[config.mk]
export PLATFORM = sky130hd
export DESIGN_NAME = gtx_tx_frame_arbiter
export DESIGN_NICKNAME = d
export VERILOG_FILES = /design/src/rtl/gtx_frame_pkg.sv /design/src/rtl/gtx_frame_rr_sel.sv /design/src/rtl/gtx_tx_frame_arbiter.sv
export SDC_FILE = /design/constraint.sdc
export NUM_CORES = 1
export LEC_CHECK = 0
export BUFFER_PORTS_ARGS = -buffer_cell sky130_fd_sc_hd__buf_2
export CAP_MARGIN = 20
export CORE_MARGIN = 2
export CORE_UTILIZATION = 55
export DETAILED_ROUTE_END_ITERATION = 8
export PLACE_DENSITY = 0.81
export SYNTH_ARGS = -nofsm -noshare
export SYNTH_HDL_FRONTEND = slang
export SYNTH_SLANG_ARGS = --single-unit
[constraint.sdc]
create_clock -name clk -period 4.9 [get_ports clk]
set_clock_uncertainty 0.1 [all_clocks]
set_input_delay 1.47 -clock clk [delete_from_list [all_inputs] [get_ports clk]]
set_output_delay 1.47 -clock clk [all_outputs]
set_load 0.02 [all_outputs]
[src/rtl/gtx_frame_pkg.sv]
// Shared constants and state encoding for the GTX transmit framer.
package gtx_frame_pkg;

  localparam logic [15:0] K_IDLE = 16'h02BC;
  localparam logic [1:0]  CTRL_K = 2'b01;
  localparam logic [1:0]  CTRL_D = 2'b00;

  localparam logic [15:0] HDR0  = 16'h2410;
  localparam logic [15:0] HDR1  = 16'h1984;
  localparam logic [15:0] TAIL0 = 16'hDBEF;
  localparam logic [15:0] TAIL1 = 16'hE67B;

  localparam logic [15:0] TYPE_CFG  = 16'h0001;
  localparam logic [15:0] TYPE_ACK  = 16'h0002;
  localparam logic [15:0] TYPE_DATA = 16'h0003;

  typedef enum logic [2:0] {
    StIdle,
    StPre,
    StHdr,
    StPay,
    StCsum,
    StTail,
    StIfg
  } frame_state_e;

endpackage

[src/rtl/gtx_frame_rr_sel.sv]
// Two-port selector: port 0 by default, port 1 when alone or after MAX_CONSEC
// back-to-back port-0 grants made while port 1 was waiting.
module gtx_frame_rr_sel #(
  parameter int unsigned MAX_CONSEC = 4
) (
  input  logic       clk,
  input  logic       rst,
  input  logic [1:0] req,
  input  logic       grant_en,
  output logic       grant
);

  localparam int unsigned CW = $clog2(MAX_CONSEC + 1);

  logic [CW-1:0] consec_q, consec_d;

  assign grant = (req == 2'b10) || (req[1] && (consec_q == CW'(MAX_CONSEC)));

  always_comb begin
    consec_d = consec_q;
    if (grant_en) begin
      if (grant) begin
        consec_d = '0;
      end else if (req[1]) begin
        consec_d = consec_q + CW'(1);
      end
    end
  end

  always_ff @(posedge clk) begin
    if (rst) begin
      consec_q <= '0;
    end else begin
      consec_q <= consec_d;
    end
  end

endmodule

[src/rtl/gtx_tx_frame_arbiter.sv]
// Shares the 16-bit GTX transmit lane between a control port (0) and a data port (1),
// framing the winner as header/seq/type/len/payload/checksum/tail with K idles between.
module gtx_tx_frame_arbiter
  import gtx_frame_pkg::*;
#(
  parameter int unsigned PAYLOAD_WORDS = 24,
  parameter int unsigned IFG_WORDS     = 4,
  parameter int unsigned PRE_WORDS     = 2,
  parameter int unsigned MAX_CONSEC    = 4
) (
  input  logic        clk,
  input  logic        rst,
  input  logic        link_up,
  input  logic [1:0]  req,
  input  logic [15:0] req_type0,
  input  logic [15:0] req_type1,
  output logic [4:0]  pl_addr,
  output logic        pl_sel,
  input  logic [15:0] pl_data0,
  input  logic [15:0] pl_data1,
  output logic [1:0]  done,
  output logic        abort,
  output logic [15:0] seq_num,
  output logic [15:0] TX_DATA,
  output logic [1:0]  TXCTRL
);

  localparam logic [4:0]  PL_LAST  = 5'(PAYLOAD_WORDS - 1);
  localparam logic [15:0] LEN_WORD = 16'(PAYLOAD_WORDS);
  localparam logic [7:0]  PRE_LAST = 8'(PRE_WORDS - 1);
  localparam logic [7:0]  IFG_LAST = 8'(IFG_WORDS - 1);

  frame_state_e state_q, state_d;
  logic [7:0]   cnt_q, cnt_d;
  logic [4:0]   pl_addr_q, pl_addr_d;
  logic         pl_sel_q, pl_sel_d;
  logic [15:0]  tx_data_q, tx_data_d;
  logic [1:0]   txctrl_q, txctrl_d;
  logic [15:0]  csum_q, csum_d;
  logic [15:0]  seq_q, seq_d;
  logic [1:0]   done_q, done_d;
  logic         abort_q, abort_d;
  logic         grant_en;
  logic         grant;
  logic [15:0]  pl_word;
  logic [15:0]  type_word;
  logic [15:0]  hdr_word;
  logic         in_frame;

  gtx_frame_rr_sel #(
    .MAX_CONSEC(MAX_CONSEC)
  ) u_rr_sel (
    .clk      (clk),
    .rst      (rst),
    .req      (req),
    .grant_en (grant_en),
    .grant    (grant)
  );

  assign pl_word   = pl_sel_q ? pl_data1 : pl_data0;
  assign type_word = pl_sel_q ? req_type1 : req_type0;
  assign in_frame  = (state_q == StPre) || (state_q == StHdr) || (state_q == StPay) ||
                     (state_q == StCsum) || (state_q == StTail);

  always_comb begin
    unique case (cnt_q)
      8'd0:    hdr_word = HDR0;
      8'd1:    hdr_word = HDR1;
      8'd2:    hdr_word = seq_q;
      8'd3:    hdr_word = type_word;
      default: hdr_word = LEN_WORD;
    endcase
  end

  always_comb begin
    state_d   = state_q;
    cnt_d     = cnt_q;
    pl_addr_d = 5'd0;
    pl_sel_d  = pl_sel_q;
    tx_data_d = K_IDLE;
    txctrl_d  = CTRL_K;
    csum_d    = csum_q;
    seq_d     = seq_q;
    done_d    = 2'b00;
    abort_d   = 1'b0;
    grant_en  = 1'b0;

    unique case (state_q)
      StIdle: begin
        if (link_up && (req != 2'b00)) begin
          grant_en = 1'b1;
          pl_sel_d = grant;
          cnt_d    = 8'd0;
          csum_d   = 16'd0;
          state_d  = StPre;
        end
      end
      StPre: begin
        if (cnt_q == PRE_LAST) begin
          cnt_d   = 8'd0;
          state_d = StHdr;
        end else begin
          cnt_d = cnt_q + 8'd1;
        end
      end
      StHdr: begin
        tx_data_d = hdr_word;
        txctrl_d  = CTRL_D;
        // Checksum covers seq, type and length, not the sync header.
        if (cnt_q >= 8'd2) csum_d = csum_q + hdr_word;
        if (cnt_q == 8'd4) begin
          cnt_d   = 8'd0;
          state_d = StPay;
        end else begin
          cnt_d = cnt_q + 8'd1;
        end
      end
      StPay: begin
        tx_data_d = pl_word;
        txctrl_d  = CTRL_D;
        csum_d    = csum_q + pl_word;
        if (pl_addr_q == PL_LAST) begin
          state_d = StCsum;
        end else begin
          pl_addr_d = pl_addr_q + 5'd1;
        end
      end
      StCsum: begin
        tx_data_d = csum_q;
        txctrl_d  = CTRL_D;
        cnt_d     = 8'd0;
        state_d   = StTail;
      end
      StTail: begin
        txctrl_d = CTRL_D;
        if (cnt_q == 8'd0) begin
          tx_data_d = TAIL0;
          cnt_d     = 8'd1;
        end else begin
          tx_data_d = TAIL1;
          done_d    = pl_sel_q ? 2'b10 : 2'b01;
          seq_d     = seq_q + 16'd1;
          cnt_d     = 8'd0;
          state_d   = StIfg;
        end
      end
      StIfg: begin
        if (cnt_q == IFG_LAST) begin
          cnt_d   = 8'd0;
          state_d = StIdle;
        end else begin
          cnt_d = cnt_q + 8'd1;
        end
      end
      default: begin
        cnt_d   = 8'd0;
        state_d = StIdle;
      end
    endcase

    // Lane loss cuts the frame; the request stays up so it is retried from scratch.
    if (!link_up && in_frame) begin
      tx_data_d = K_IDLE;
      txctrl_d  = CTRL_K;
      csum_d    = csum_q;
      seq_d     = seq_q;
      done_d    = 2'b00;
      abort_d   = 1'b1;
      pl_addr_d = 5'd0;
      cnt_d     = 8'd0;
      state_d   = StIfg;
    end
  end

  always_ff @(posedge clk) begin
    if (rst) begin
      state_q   <= StIdle;
      cnt_q     <= 8'd0;
      pl_addr_q <= 5'd0;
      pl_sel_q  <= 1'b0;
      tx_data_q <= K_IDLE;
      txctrl_q  <= CTRL_K;
      csum_q    <= 16'd0;
      seq_q     <= 16'd0;
      done_q    <= 2'b00;
      abort_q   <= 1'b0;
    end else begin
      state_q   <= state_d;
      cnt_q     <= cnt_d;
      pl_addr_q <= pl_addr_d;
      pl_sel_q  <= pl_sel_d;
      tx_data_q <= tx_data_d;
      txctrl_q  <= txctrl_d;
      csum_q    <= csum_d;
      seq_q     <= seq_d;
      done_q    <= done_d;
      abort_q   <= abort_d;
    end
  end

  assign pl_addr = pl_addr_q;
  assign pl_sel  = pl_sel_q;
  assign done    = done_q;
  assign abort   = abort_q;
  assign seq_num = seq_q;
  assign TX_DATA = tx_data_q;
  assign TXCTRL  = txctrl_q;

endmodule

==> flow_summary.toml <==
[setup_path]
crit_top_cell = "sky130_fd_sc_hd__nor3_1"
path_delay_family = "simple AND/OR/NAND/NOR gates"
worst-endpoint-required_ps = 5080
setup.worst_path.end_class = "flop"
slowest_cell_on_crit_path = "sky130_fd_sc_hd__nor4bb_1"
critical_path.startpoint_type = "input port"
timing.setup.critical_path_class = "input port to flop"
crit_arrival_ps = 4370
max_stage_delay_ps = 420
crit_chain = "buf_2 -> mux2_2 -> a221oi_1 -> nor3_1 -> or2_2 -> ha_1 -> nor2b_1 -> o2111ai_1 -> and4_1 -> nor4bb_1 -> nor3_1 -> o31ai_1"
timing.critical_path.fanout_max = 4
timing.critical_path.buf_inv = 1

[final_layout]
num-nets-final = 770
fill_cells = 716
syn2layout_area_growth_pct = 16.3
final_area_um2 = 5530
antennaDiodeCount = 0
final_layout_size_suffix_gt1_share_pct = 23.3

[logic_synthesis]
synthesis.nets = 677
syn_avg_cell_area_um2 = 8.14
synthSimpleGateAreaFrac_pct = 22.6
synth_compound_area_share_pct = 22.3
synth_sequential_area_ratio_pct = 30.3
synth_seq_cells = 72
synthFlopType = "sky130_fd_sc_hd__dfxtp_1"
synth_largest_area_cell = "sky130_fd_sc_hd__dfxtp_1"
synth-xor-area-share_pct = 5.16
ys.warnings.count = 0
main_combinational_cell_family_by_area_after_synthesis = "simple AND/OR/NAND/NOR gates"
area_of_the_mapped_netlist_um2 = 4760
adder_and_majority_cell_fraction_of_the_synthesized_area_pct = 6.47
synthTopCellsByArea = "sky130_fd_sc_hd__dfxtp_1, sky130_fd_sc_hd__ha_1, sky130_fd_sc_hd__nor2_1, sky130_fd_sc_hd__a21oi_1, sky130_fd_sc_hd__mux2i_1"
postSynthCellCount = 584
synth.top_cell.area_share_pct = 30.3
post_synth_cell_types = 69
share_of_async_settable_or_async_resettable_flops_after_synthesis_pct = 0
synth_edf_count = 0
synth.mux.area_fraction_pct = 7.68

[cts]
clockBufferDepth = 2
cts_buffers = 9
postCtsHoldBufs = 0
clk_pin_slew_ps = 80
cts.repair_timing.setup_buffer_count = 0
tritoncts = "built"
clock_latency_on_the_worst_skew_pair_ps = 360
h-tree-depth = 3
cts-root-buf = "sky130_fd_sc_hd__clkbuf_8"
clock-sinks = 72
post_cts.resized_instances = 0

[floorplanning]
floorplan.die_area_um2 = 9410
fp.dieW_um = 97.0
number_of_cell_rows = 33
fp.dieH_um = 97.0
floorplan.initialDensity_pct = 57.3
core_um2 = 8300
pin_count = 112

[sta]
fmax_mhz = 238
rsz_0062_raised_after_global_routing = "no"
final.period_utilization_pct = 85.6
finalWorstPathRequiredPeriod_ps = 4200
timing.final.hold_violations = 0
timing.slew.headroom_pct = 29.9
totalNegativeSetupSlack_ps = 0
maxSlewViolCount = 0
tightest_slew_ps = 1040
timing.final.setup_violations = 0

[min_path]
hold_path.class = "flop to flop"

[outcome]
outcome = "completed"

[global_routing]
grt_max_degree = 38
global_route_wire_length_before_repair_um = 22300
grtUsageTotal_pct = 28.9
globalRouteOverflowTotal = 0
number_of_global_route_vias_before_repair = 4641
initial_antenna_violation_count = 0

[place]
dp_hpwl_um = 10100
number_of_buffer_cells_added_on_primary_ports = 110
place_area_um2 = 5310
gpl.final_weighted_congestion = 0.929

[drt]
viasPerCell = 6.09
drc_markers = 0
drtPass1Iterations = 7
drt_iter0_markers = 439
final_antenna_net_count = 0
route.final.wire_length_um = 13600
routed-via-count = 4795
post_drt_wl_per_cell_um = 17.3

[pwr]
powerDensity_nw_per_um2 = 419
cellLeakagePower_nw = 2.34
vdd.ir_drop.worst_uv = 216

[run]
maxCapViolations = 0
through the flow:
step	std cells	setup slack (ps)	power [mW]	utilization (%)	hold slack [ps]
CTS	787	772	2.29	66.6	366
detailed placement	771	416	1.75	64.0	349
global placement	771	486	1.71	64.0	345
finish	787	704	2.31	66.6	364
global route	787	432	2.43	66.6	407
floorplan	584	807	1.51	-	346
cell families after synthesis:
| group | count (synthesis) |
|---|---|
| AOI/OAI and AO/OA | 154 |
| DFF | 72 |
| other | 1 |
| muxes | 35 |
| adders and majority gates | 24 |
| buffers and inverters | 56 |
| and+or+nand+nor | 214 |
| xor gates and xnor gates | 28 |
cells in the final DEF (no fill, tap or decap), types with 9 or more instances in the layout:
cell type	Yosys	routed
sky130_fd_sc_hd__mux2i_1	23	23
sky130_fd_sc_hd__a21oi_1	47	47
sky130_fd_sc_hd__nor2_1	76	76
sky130_fd_sc_hd__nand3_1	15	15
sky130_fd_sc_hd__nand2_1	45	45
sky130_fd_sc_hd__inv_1	21	21
sky130_fd_sc_hd__mux2_2	12	12
sky130_fd_sc_hd__o21ai_0	24	24
sky130_fd_sc_hd__xnor2_1	9	9
sky130_fd_sc_hd__nand4_1	11	11
sky130_fd_sc_hd__clkbuf_8	0	10
sky130_fd_sc_hd__dfxtp_1	72	71
sky130_fd_sc_hd__xor2_1	19	19
sky130_fd_sc_hd__a221oi_1	12	12
sky130_fd_sc_hd__buf_2	11	110
sky130_fd_sc_hd__a21o_1	9	9
sky130_fd_sc_hd__and3_1	13	13
sky130_fd_sc_hd__ha_1	23	23
sky130_fd_sc_hd__nor3_1	12	12
Yosys cell counts (6+ instances only):
cell / instances
sky130_fd_sc_hd__buf_2: 11
sky130_fd_sc_hd__a31oi_1: 6
sky130_fd_sc_hd__ha_1: 23
sky130_fd_sc_hd__inv_1: 21
sky130_fd_sc_hd__mux2i_1: 23
sky130_fd_sc_hd__o21a_1: 6
sky130_fd_sc_hd__nor3_1: 12
sky130_fd_sc_hd__xnor2_1: 9
sky130_fd_sc_hd__nand4_1: 11
sky130_fd_sc_hd__a21oi_1: 47
sky130_fd_sc_hd__a21o_1: 9
sky130_fd_sc_hd__clkbuf_1: 15
sky130_fd_sc_hd__nand2_1: 45
sky130_fd_sc_hd__mux2_2: 12
sky130_fd_sc_hd__and3_1: 13
sky130_fd_sc_hd__nand3_1: 15
sky130_fd_sc_hd__o21ai_0: 24
sky130_fd_sc_hd__a221oi_1: 12
sky130_fd_sc_hd__dfxtp_1: 72
sky130_fd_sc_hd__xor2_1: 19
sky130_fd_sc_hd__nor4_1: 6
sky130_fd_sc_hd__nor2_1: 76
area by class of cell:
type | count | area (µm²) | area share [%]
tap | 105 | 131 | 2.38
multi-input combinational | 456 | 3060 | 55.3
timing repair buffer | 116 | 596 | 10.8
sequential | 72 | 1440 | 26.1
clock inverter | 5 | 80.1 | 1.45
inverter | 22 | 82.6 | 1.49
clock buffer | 11 | 141 | 2.56
per-layer routing:
layer | wire length (µm) | vias to the layer above | GRT usage, %
li1 | - | 2307 | -
met1 | 5850 | 2240 | 37.4
met5 | 0 | - | 0
met4 | 548 | 0 | 15.0
met2 | 6420 | 207 | 46.8
met3 | 824 | 41 | 3.97
power breakdown:
group	internal [mW]	total (mW)	switching, mW	leakage, nW
Sequential	0.632	0.688	0.0559	0.583
Clock	0.300	0.537	0.237	0.106
Combinational	0.393	1.09	0.696	1.65
Total	1.33	2.31	0.989	2.34
sequential cells by signal (all words and copies together) (netlist names):
name and cells:
csum_q 16, TXCTRL 1, seq_num 16, pl_sel 1
done 2, pl_addr 5, abort 1, state_q 3
TX_DATA 16, u_rr_sel.consec_q 3, cnt_q 8
path summary, 6_finish.rpt:
| path | start | end | slack [ps] | cells past startpoint |
|---|---|---|---|---|
| setup / recovery | req_type1[2] | csum_q[14]$_SDFFE_PP0P_ | 700 | 12 |
| hold / removal | pl_addr[0]$_SDFF_PP0_ | pl_addr[0]$_SDFF_PP0_ | 360 | 1 |
| setup reg to reg | cnt_q[1]$_SDFFE_PP0P_ | csum_q[14]$_SDFFE_PP0P_ | 730 | 14 |
| hold reg to reg | pl_addr[0]$_SDFF_PP0_ | pl_addr[0]$_SDFF_PP0_ | 360 | 1 |
worst reg2reg max path: stages, from the launching register on:
cell and delay [ps]:
sky130_fd_sc_hd__dfxtp_1 500, sky130_fd_sc_hd__ha_1 610, sky130_fd_sc_hd__nand2_1 300, sky130_fd_sc_hd__o2bb2ai_1 290
sky130_fd_sc_hd__nor2_1 60, sky130_fd_sc_hd__a21oi_1 130, sky130_fd_sc_hd__ha_1 180, sky130_fd_sc_hd__inv_1 50
sky130_fd_sc_hd__fa_1 400, sky130_fd_sc_hd__nor2b_1 210, sky130_fd_sc_hd__o2111ai_1 210, sky130_fd_sc_hd__and4_1 270
sky130_fd_sc_hd__nor4bb_1 420, sky130_fd_sc_hd__nor3_1 100, sky130_fd_sc_hd__o31ai_1 220
No activity file was read; power rests on OpenSTA's default activity.
